===== config.mk =====
export PLATFORM = sky130hd
export DESIGN_NAME = dm_arbiter
export DESIGN_NICKNAME = d
export VERILOG_FILES = /design/src/rtl/dm_pkg.sv /design/src/rtl/dm_be_merge.sv /design/src/rtl/dm_arbiter.sv
export SDC_FILE = /design/constraint.sdc
export NUM_CORES = 1
export LEC_CHECK = 0
export ABC_CLOCK_PERIOD_IN_PS = 3000
export CAP_MARGIN = 25
export CORE_AREA = 5 5 139 141
export CTS_CLUSTER_SIZE = 25
export DETAILED_ROUTE_END_ITERATION = 10
export DIE_AREA = 0 0 144 146
export GPL_TIMING_DRIVEN = 1
export PLACE_DENSITY = 0.58
export SLEW_MARGIN = 20
export SYNTH_ARGS = -nofsm -noshare
export SYNTH_HDL_FRONTEND = slang
export SYNTH_SLANG_ARGS = --single-unit

===== constraint.sdc =====
create_clock -name DMC_clk_M_i -period 3 [get_ports DMC_clk_M_i]
set_input_delay 0.3 -clock DMC_clk_M_i [delete_from_list [all_inputs] [get_ports DMC_clk_M_i]]
set_output_delay 0.3 -clock DMC_clk_M_i [all_outputs]
set_load 0.01 [all_outputs]

===== src/rtl/dm_pkg.sv =====
// Shared types and constants for the data-memory write-port arbiter.
package dm_pkg;

    localparam int unsigned IDX_W_DEF      = 10;
    localparam int unsigned STARVE_MAX_DEF = 4;

    localparam logic [3:0] BE_WORD    = 4'b1111;
    localparam logic [3:0] BE_HALF_LO = 4'b0011;
    localparam logic [3:0] BE_HALF_HI = 4'b1100;

    typedef enum logic [0:0] {
        S_IDLE  = 1'b0,
        S_CLEAR = 1'b1
    } dm_state_e;

endpackage


===== src/rtl/dm_be_merge.sv =====
// Merges lane-aligned store data into the current DM word and flags misaligned accesses.
module dm_be_merge
    import dm_pkg::*;
(
    input  logic [3:0]  be_i,
    input  logic [1:0]  adr_lo_i,
    input  logic [31:0] wd_new_i,
    input  logic [31:0] wd_old_i,
    output logic [31:0] wd_merged_o,
    output logic        misalign_o
);

    always_comb begin
        for (int k = 0; k < 4; k++) begin
            wd_merged_o[8*k +: 8] = be_i[k] ? wd_new_i[8*k +: 8] : wd_old_i[8*k +: 8];
        end
        misalign_o = ((be_i == BE_WORD) && (adr_lo_i != 2'b00)) ||
                     (((be_i == BE_HALF_LO) || (be_i == BE_HALF_HI)) && adr_lo_i[0]);
    end

endmodule


===== src/rtl/dm_arbiter.sv =====
// Owns the DM write port: arbitrates CPU vs DMA, merges sub-word stores and sequences
// a word-by-word memory clear.
module dm_arbiter
    import dm_pkg::*;
#(
    parameter int unsigned IDX_W      = IDX_W_DEF,
    parameter int unsigned STARVE_MAX = STARVE_MAX_DEF
) (
    input  logic        DMC_clk_M_i,
    input  logic        DMC_ret_M_i,
    input  logic        cpu_req_M_i,
    input  logic        cpu_we_M_i,
    input  logic [3:0]  cpu_be_M_i,
    input  logic [31:0] cpu_adr_M_i,
    input  logic [31:0] cpu_wd_M_i,
    input  logic [31:0] cpu_npc_M_i,
    output logic [31:0] cpu_rd_M_o,
    output logic        cpu_stall_M_o,
    output logic        align_err_M_o,
    input  logic        dma_req_i,
    input  logic        dma_we_i,
    input  logic [31:0] dma_adr_i,
    input  logic [31:0] dma_wd_i,
    output logic        dma_gnt_o,
    output logic [31:0] dma_rd_o,
    output logic        dma_rvalid_o,
    input  logic        clr_i,
    output logic        clr_busy_o,
    output logic [31:0] dm_adr_o,
    output logic [31:0] dm_wtd_o,
    output logic        dm_we_o,
    output logic [31:0] dm_npc_o,
    input  logic [31:0] dm_dmd_i
);

    localparam int unsigned SW = $clog2(STARVE_MAX + 1);
    localparam logic [IDX_W-1:0] IDX_LAST = '1;

    dm_state_e        state_q, state_d;
    logic [IDX_W-1:0] idx_q, idx_d;
    logic [SW-1:0]    starve_q, starve_d;
    logic [31:0]      dma_rd_q;
    logic             dma_rvalid_q;
    logic [31:0]      merged;
    logic             misalign;
    logic             cpu_gnt, dma_gnt;
    logic             unused_dma_lo;

    assign unused_dma_lo = ^dma_adr_i[1:0];

    dm_be_merge u_merge (
        .be_i        (cpu_be_M_i),
        .adr_lo_i    (cpu_adr_M_i[1:0]),
        .wd_new_i    (cpu_wd_M_i),
        .wd_old_i    (dm_dmd_i),
        .wd_merged_o (merged),
        .misalign_o  (misalign)
    );

    always_comb begin
        state_d       = state_q;
        idx_d         = idx_q;
        starve_d      = starve_q;
        cpu_gnt       = 1'b0;
        dma_gnt       = 1'b0;
        dm_adr_o      = {cpu_adr_M_i[31:2], 2'b00};
        dm_wtd_o      = merged;
        dm_we_o       = 1'b0;
        dm_npc_o      = '0;
        cpu_stall_M_o = 1'b0;
        align_err_M_o = 1'b0;
        clr_busy_o    = 1'b0;
        unique case (state_q)
            S_CLEAR: begin
                dm_adr_o      = {{(30 - IDX_W){1'b0}}, idx_q, 2'b00};
                dm_wtd_o      = '0;
                dm_we_o       = 1'b1;
                cpu_stall_M_o = cpu_req_M_i;
                clr_busy_o    = 1'b1;
                idx_d         = idx_q + IDX_W'(1);
                if (idx_q == IDX_LAST) state_d = S_IDLE;
                if (!dma_req_i) starve_d = '0;
            end
            S_IDLE: begin
                // CPU wins ties until DMA has waited STARVE_MAX consecutive CPU grants
                cpu_gnt = cpu_req_M_i && !(dma_req_i && (starve_q == SW'(STARVE_MAX)));
                dma_gnt = dma_req_i && !cpu_gnt;
                starve_d = (cpu_gnt && dma_req_i) ? starve_q + SW'(1) : '0;
                if (cpu_gnt) begin
                    dm_npc_o      = cpu_npc_M_i;
                    align_err_M_o = misalign;
                    dm_we_o       = cpu_we_M_i && !misalign;
                end else if (dma_gnt) begin
                    dm_adr_o = {dma_adr_i[31:2], 2'b00};
                    dm_wtd_o = dma_wd_i;
                    dm_we_o  = dma_we_i;
                end
                cpu_stall_M_o = cpu_req_M_i && !cpu_gnt;
                if (clr_i) begin
                    state_d = S_CLEAR;
                    idx_d   = '0;
                end
            end
        endcase
        if (DMC_ret_M_i) begin
            cpu_gnt       = 1'b0;
            dma_gnt       = 1'b0;
            dm_we_o       = 1'b0;
            cpu_stall_M_o = 1'b0;
            align_err_M_o = 1'b0;
            clr_busy_o    = 1'b0;
        end
    end

    always_ff @(posedge DMC_clk_M_i) begin
        if (DMC_ret_M_i) begin
            state_q      <= S_IDLE;
            idx_q        <= '0;
            starve_q     <= '0;
            dma_rd_q     <= '0;
            dma_rvalid_q <= 1'b0;
        end else begin
            state_q      <= state_d;
            idx_q        <= idx_d;
            starve_q     <= starve_d;
            dma_rvalid_q <= dma_gnt && !dma_we_i;
            if (dma_gnt && !dma_we_i) dma_rd_q <= dm_dmd_i;
        end
    end

    assign cpu_rd_M_o   = dm_dmd_i;
    assign dma_gnt_o    = dma_gnt;
    assign dma_rd_o     = dma_rd_q;
    assign dma_rvalid_o = dma_rvalid_q && !DMC_ret_M_i;

endmodule

**Yosys cells after proc, flatten, opt, wreduce, memory -nomap -nowiden**

Index checks and enable logic that the tools add are counted.

- Input bits: 203
- Logic and storage cells: 66
- Output and inout bits: 166
- Bits in registers: 47

- Muxes and demuxes: 33
- $add $sub $neg: 2
- Reduce and logical (&&, ||, !) cells: 18
- Equal/unequal tests: 7
- Bitwise gates (word level): 1

Operators with widths:

| kind | number |
|---|---|
| $mux 32 | 6 |
| $pmux 32 s2 | 2 |
| $mux 8 | 4 |
| $pmux 10 s2 | 1 |
| $mux 1 | 13 |
| $add 10x1->10 const B | 1 |
| $eq 10x10->1 const B | 1 |
| $logic_and 1x1->1 | 10 |
| $mux 10 | 1 |
| $eq 4x4->1 const B | 2 |
| $mux 3 | 2 |
| $pmux 1 s2 | 3 |
| $pmux 3 s2 | 1 |
| $logic_not 1->1 | 5 |
| $eq 4x2->1 const B | 1 |
| $ne 2x2->1 const B | 2 |
| $add 3x1->3 const B | 1 |
| $eq 3x3->1 const B | 1 |
| $logic_or 1x1->1 | 2 |
| $reduce_bool 2->1 | 1 |
| $not 1->1 | 1 |

**Logic depth before layout (Yosys ltp)**

- Word-level depth: 10
- Depth in mapped cells: 9
- Gate-level depth less buffers: 7

**Hierarchy**

A second synthesis with hierarchy kept.

- Cells, all modules: 558
- Area total of the unflattened synthesis: 3,812.4 um^2

Modules (own cells, without submodules):

| module | seq. area each (um^2) | cells an instance | instances | area an instance (um^2) |
|---|---|---|---|---|
| dm_arbiter | 940.9 | 515 | 1 | 3,306.9 |
| dm_be_merge | 0.0 | 43 | 1 | 505.5 |

**Worst setup path before layout**

Ideal clock, no wire load.

- Path type: register to output
- Start: register starve_q[0]
- End: output dm_wtd_o[10]
- Required time: 2,700 ps
- Path slack: 939 ps
- Arrival time: 1,761 ps
- Cell stages (with the launch flop): 9
- Path buffers: 2
- Cell sequence: dfxtp_1 inv_1 ha_1 a21boi_4 nand2b_1 clkbuf_1 clkbuf_1 nor2_1 a211oi_1

- Word-level cells in the longest chain between the ends: 9

RTL lines:

| item | line | text |
|---|---|---|
| start: declaration | dm_arbiter.sv:41 | `logic [SW-1:0] starve_q, starve_d;` |
| start signal: assignment | dm_arbiter.sv:125 | `starve_q <= starve_d;` |
| $eq 3x3->1 * | dm_arbiter.sv:86 | `cpu_gnt = cpu_req_M_i && !(dma_req_i && (starve_q == SW'(STARVE_MAX)));` |
| $logic_and 1x1->1 * | dm_arbiter.sv:86 |  |
| $logic_not 1->1 * | dm_arbiter.sv:86 |  |
| $logic_and 1x1->1 * | dm_arbiter.sv:86 |  |
| $logic_not 1->1 | dm_arbiter.sv:87 | `dma_gnt = dma_req_i && !cpu_gnt;` |
| $logic_and 1x1->1 | dm_arbiter.sv:87 |  |
| $mux 32 | dm_arbiter.sv:93 | `end else if (dma_gnt) begin` |
| $mux 32 * | dm_arbiter.sv:89 | `if (cpu_gnt) begin` |
| $pmux 32 s2 * | dm_arbiter.sv:73 | `unique case (state_q)` |
| end: declaration | dm_arbiter.sv:30 | `output logic [31:0] dm_wtd_o,` |

Every way passes the cells marked *; elsewhere a longest branch is shown, timed or not.

**Worst setup path after layout**

- Start: register starve_q[0]
- End: output dm_adr_o[13]

- Word-level cells in the longest chain between the ends: 9

RTL lines:

| item | line | text |
|---|---|---|
| $eq 3x3->1 * | dm_arbiter.sv:86 |  |
| $logic_and 1x1->1 * | dm_arbiter.sv:86 |  |
| $logic_not 1->1 * | dm_arbiter.sv:86 |  |
| $logic_and 1x1->1 * | dm_arbiter.sv:86 |  |
| $logic_not 1->1 | dm_arbiter.sv:87 |  |
| $logic_and 1x1->1 | dm_arbiter.sv:87 |  |
| $mux 32 | dm_arbiter.sv:93 |  |
| $mux 32 * | dm_arbiter.sv:89 |  |
| $pmux 32 s2 * | dm_arbiter.sv:73 |  |
| end: declaration | dm_arbiter.sv:29 | `output logic [31:0] dm_adr_o,` |

Marks and branches as above.

==> impl_metrics.yaml <==
floorplan:
  ios: 369
  die_h_microns: 146
  die_x_microns: 144
  coreArea_sq_mm: 0.0178
  dieArea_sq_mm: 0.0210
  start_util: 0.215
  row_count: 49
sta:
  rsz0062_at_grt: "false"
  finalSetupViolCount: 0
  finalSetupTns_ns: 0
  slew_viol_final: 0
  holdWs_ns: 0.461
  max_freq_ghz: 0.351
  min_period_ns: 2.85
  relSlewSlack: 0.558
  finalHoldViolCount: 0
  worst_slew_pin_slew_ns: 0.663
  finalCritPeriodShare: 0.950
  clock_skew_ns: 0.00311
clocking:
  cts-htree-levels: 2
  holdBufCountCts: 0
  clock_latency_ns: 0.29
  clk_pin_slew_ns: 0.07
  cts-buffers-inserted: 5
  root_buffer: "clkbuf_16"
  cts_tree: "built"
  cts.sink_count: 47
  clockBufferDepth: 2
worst_setup_path:
  required_ns: 2.70
  critPathMaxFanout: 7
  startpoint_type: "flip-flop"
  critical_path_arrival_ns: 2.55
  end_kind: "output pin"
  worstSetupPathType: "flip-flop to output pin"
grt:
  grt_overflow: 0
  antenna_found_initial: 0
  grt_use_total: 0.163
  grt_max_degree: 44
  grt_pass1_wl_microns: 27000
  grt_pass1_vias: 4720
logic_synthesis:
  ys_seq_area_frac: 0.246
  syn_area_sq_mm: 0.00383
  yosysUniqueCellTypes: 43
  synth-edff-count: 0
  synthFlopType: "dfxtp_1"
  synth_area_leader_cell: "dfxtp_1"
  syn_avg_cell_area_sq_um: 7.24
  synth.cells.most_frequent: "99 x nand2_1, 50 x a21oi_1, 47 x dfxtp_1"
  synth_top_area_frac: 0.246
  synthesis.instances: 529
  synthTopCellsByArea: "dfxtp_1 25%, nand2_1 9.7%, mux2i_1 8.4%, a211oi_1 6.7%, buf_4 6.7%"
  ys_seq_elements: 47
  synthArstFlopShare: 0
  synth_most_common_cell: "nand2_1"
  yosysWarnings: 0
drt:
  drcViolationCount: 0
  met2_wirelength_microns: 9820
  met1_length_microns: 7210
  dr.max_layer_used: "met4"
  wl_per_cell_microns: 17.8
  drtAntennaViolNets: 0
  viasPerCell: 4.45
  via_count: 4774
  drt-pass1-iter-count: 4
  wl_microns: 19100
  wl_met3_microns: 1870
  drt_iter0_drc: 166
power:
  p_int_mw: 1.54
  power_density_mw_per_mm2: 284
  leakage_nw: 2.91
  p_sw_frac: 0.292
  combPwrFrac: 0.434
  finalPower_mw: 2.17
  ir_worst_vdd_mv: 0.192
  switchingPower_mw: 0.634
  seqPwrFrac: 0.298
  pwr-share-clk: 0.268
finish:
  diodes: 0
  syn2layout_area_growth_pct: 99.5
  fill_cells: 1788
  layout.nets: 1050
  final_cell_count_no_fill: 1073
  drive_above_1_share: 0.107
  final_util: 0.428
status:
  status: "finished, final reports clean"
placed_design:
  dp_hpwl_microns: 15100
  gp_congestion: 0.781
  place_inst: 1061
  io_buffers: 364
run:
  drv_cap: 0
hold_path:
  worstHoldPathType: "flip-flop to flip-flop"
[flip-flops by register name (all words and copies together) (netlist names)]
register / cells
dma_rvalid_q: 1
state_q: 1
dma_rd_o: 32
starve_q: 3
idx_q: 10
[critical path, cell delays in order (launching register included)]
cell	delay, ns
dfxtp_1	0.36
inv_1	0.07
ha_1	0.28
a21boi_4	0.22
nand2b_4	0.20
buf_4	0.18
buf_4	0.15
nand2_1	0.05
a21oi_1	0.18
clkdlybuf4s50_1	0.57
[cell type report]
type	count	area [sq um]	share of cell area
flip-flops and latches	47	942	0.123
well taps	229	287	0.0375
clock inverters	1	8.76	0.00115
multi-input cells	397	2380	0.312
clock buffers	6	139	0.0182
inverters	6	27.5	0.00360
repair buffers	387	3860	0.505
[per-stage QoR]
step                setup slack (ns)  cell area [sq um]
global route                 0.00151               7640
CTS                            0.102               7610
global placement               0.196               7440
finish                         0.149               7640
detailed placement             0.164               7440
floorplan                      0.939               3830
[timing repair]
action	CTS	global route
cloned	0	1
setup buffers	3	1
gates resized for setup	0	1
endpoints found under the setup margin	5	8
[power groups by stage]
stage | clock (mW) | combinational [mW] | sequential (mW)
after global placement | 0 | 0.942 | 0.661
after global routing | 0.635 | 1.01 | 0.648
final | 0.581 | 0.943 | 0.647
after detailed placement | 0 | 0.942 | 0.662
after CTS | 0.614 | 0.950 | 0.647
after floorplan | 0 | 0.350 | 0.658
[routing by layer]
layer,GRT usage,up-vias
li1,-,2412
met5,0,-
met3,0.0480,12
met1,0.180,2135
met2,0.308,215
met4,0.0254,0
[cells in the final DEF, fill, tap and decap left out, drive strengths merged, types with 2 or more instances in the layout]
cell and n:
mux2i 32, nand2 120, and3 33, o31ai 2, clkbuf 7, nor3 4, a21oi 79, nand2b 3
nor3b 2, inv 6, buf 23, nor2b 13, o41ai 3, and2 2, nor2 38, nand3 7
conb 2, a211oi 34, a22oi 2, o211ai 4, clkdlybuf4s50 362, a31oi 2, ha 3, dfxtp 47
[worst paths after layout]
path,startpoint,end,slack (ns),cells after the start
worst max-delay path,starve_q[0],dm_adr_o[13],0.15,9
worst max register to register,state_q,idx_q[9],1.00,5
worst min-delay path,dma_rd_o[17],dma_rd_o[17],0.46,2
worst min register to register,dma_rd_o[17],dma_rd_o[17],0.46,2
[kinds of logic (layout without fill, tap and decap cells)]
family	Yosys count	count (layout)	share of synthesized area
buffers and inverters	86	400	0.138
XOR/XNOR	1	1	0.00229
multiplexers	32	32	0.0836
flip-flops	47	47	0.246
AO/OA/AOI/OAI	130	130	0.235
adder cells (fa/ha/maj)	3	3	0.00980
other	1	2	0.000979
AND/OR/NAND/NOR	229	229	0.285
Note: power is estimated with default switching activity, not from simulation.
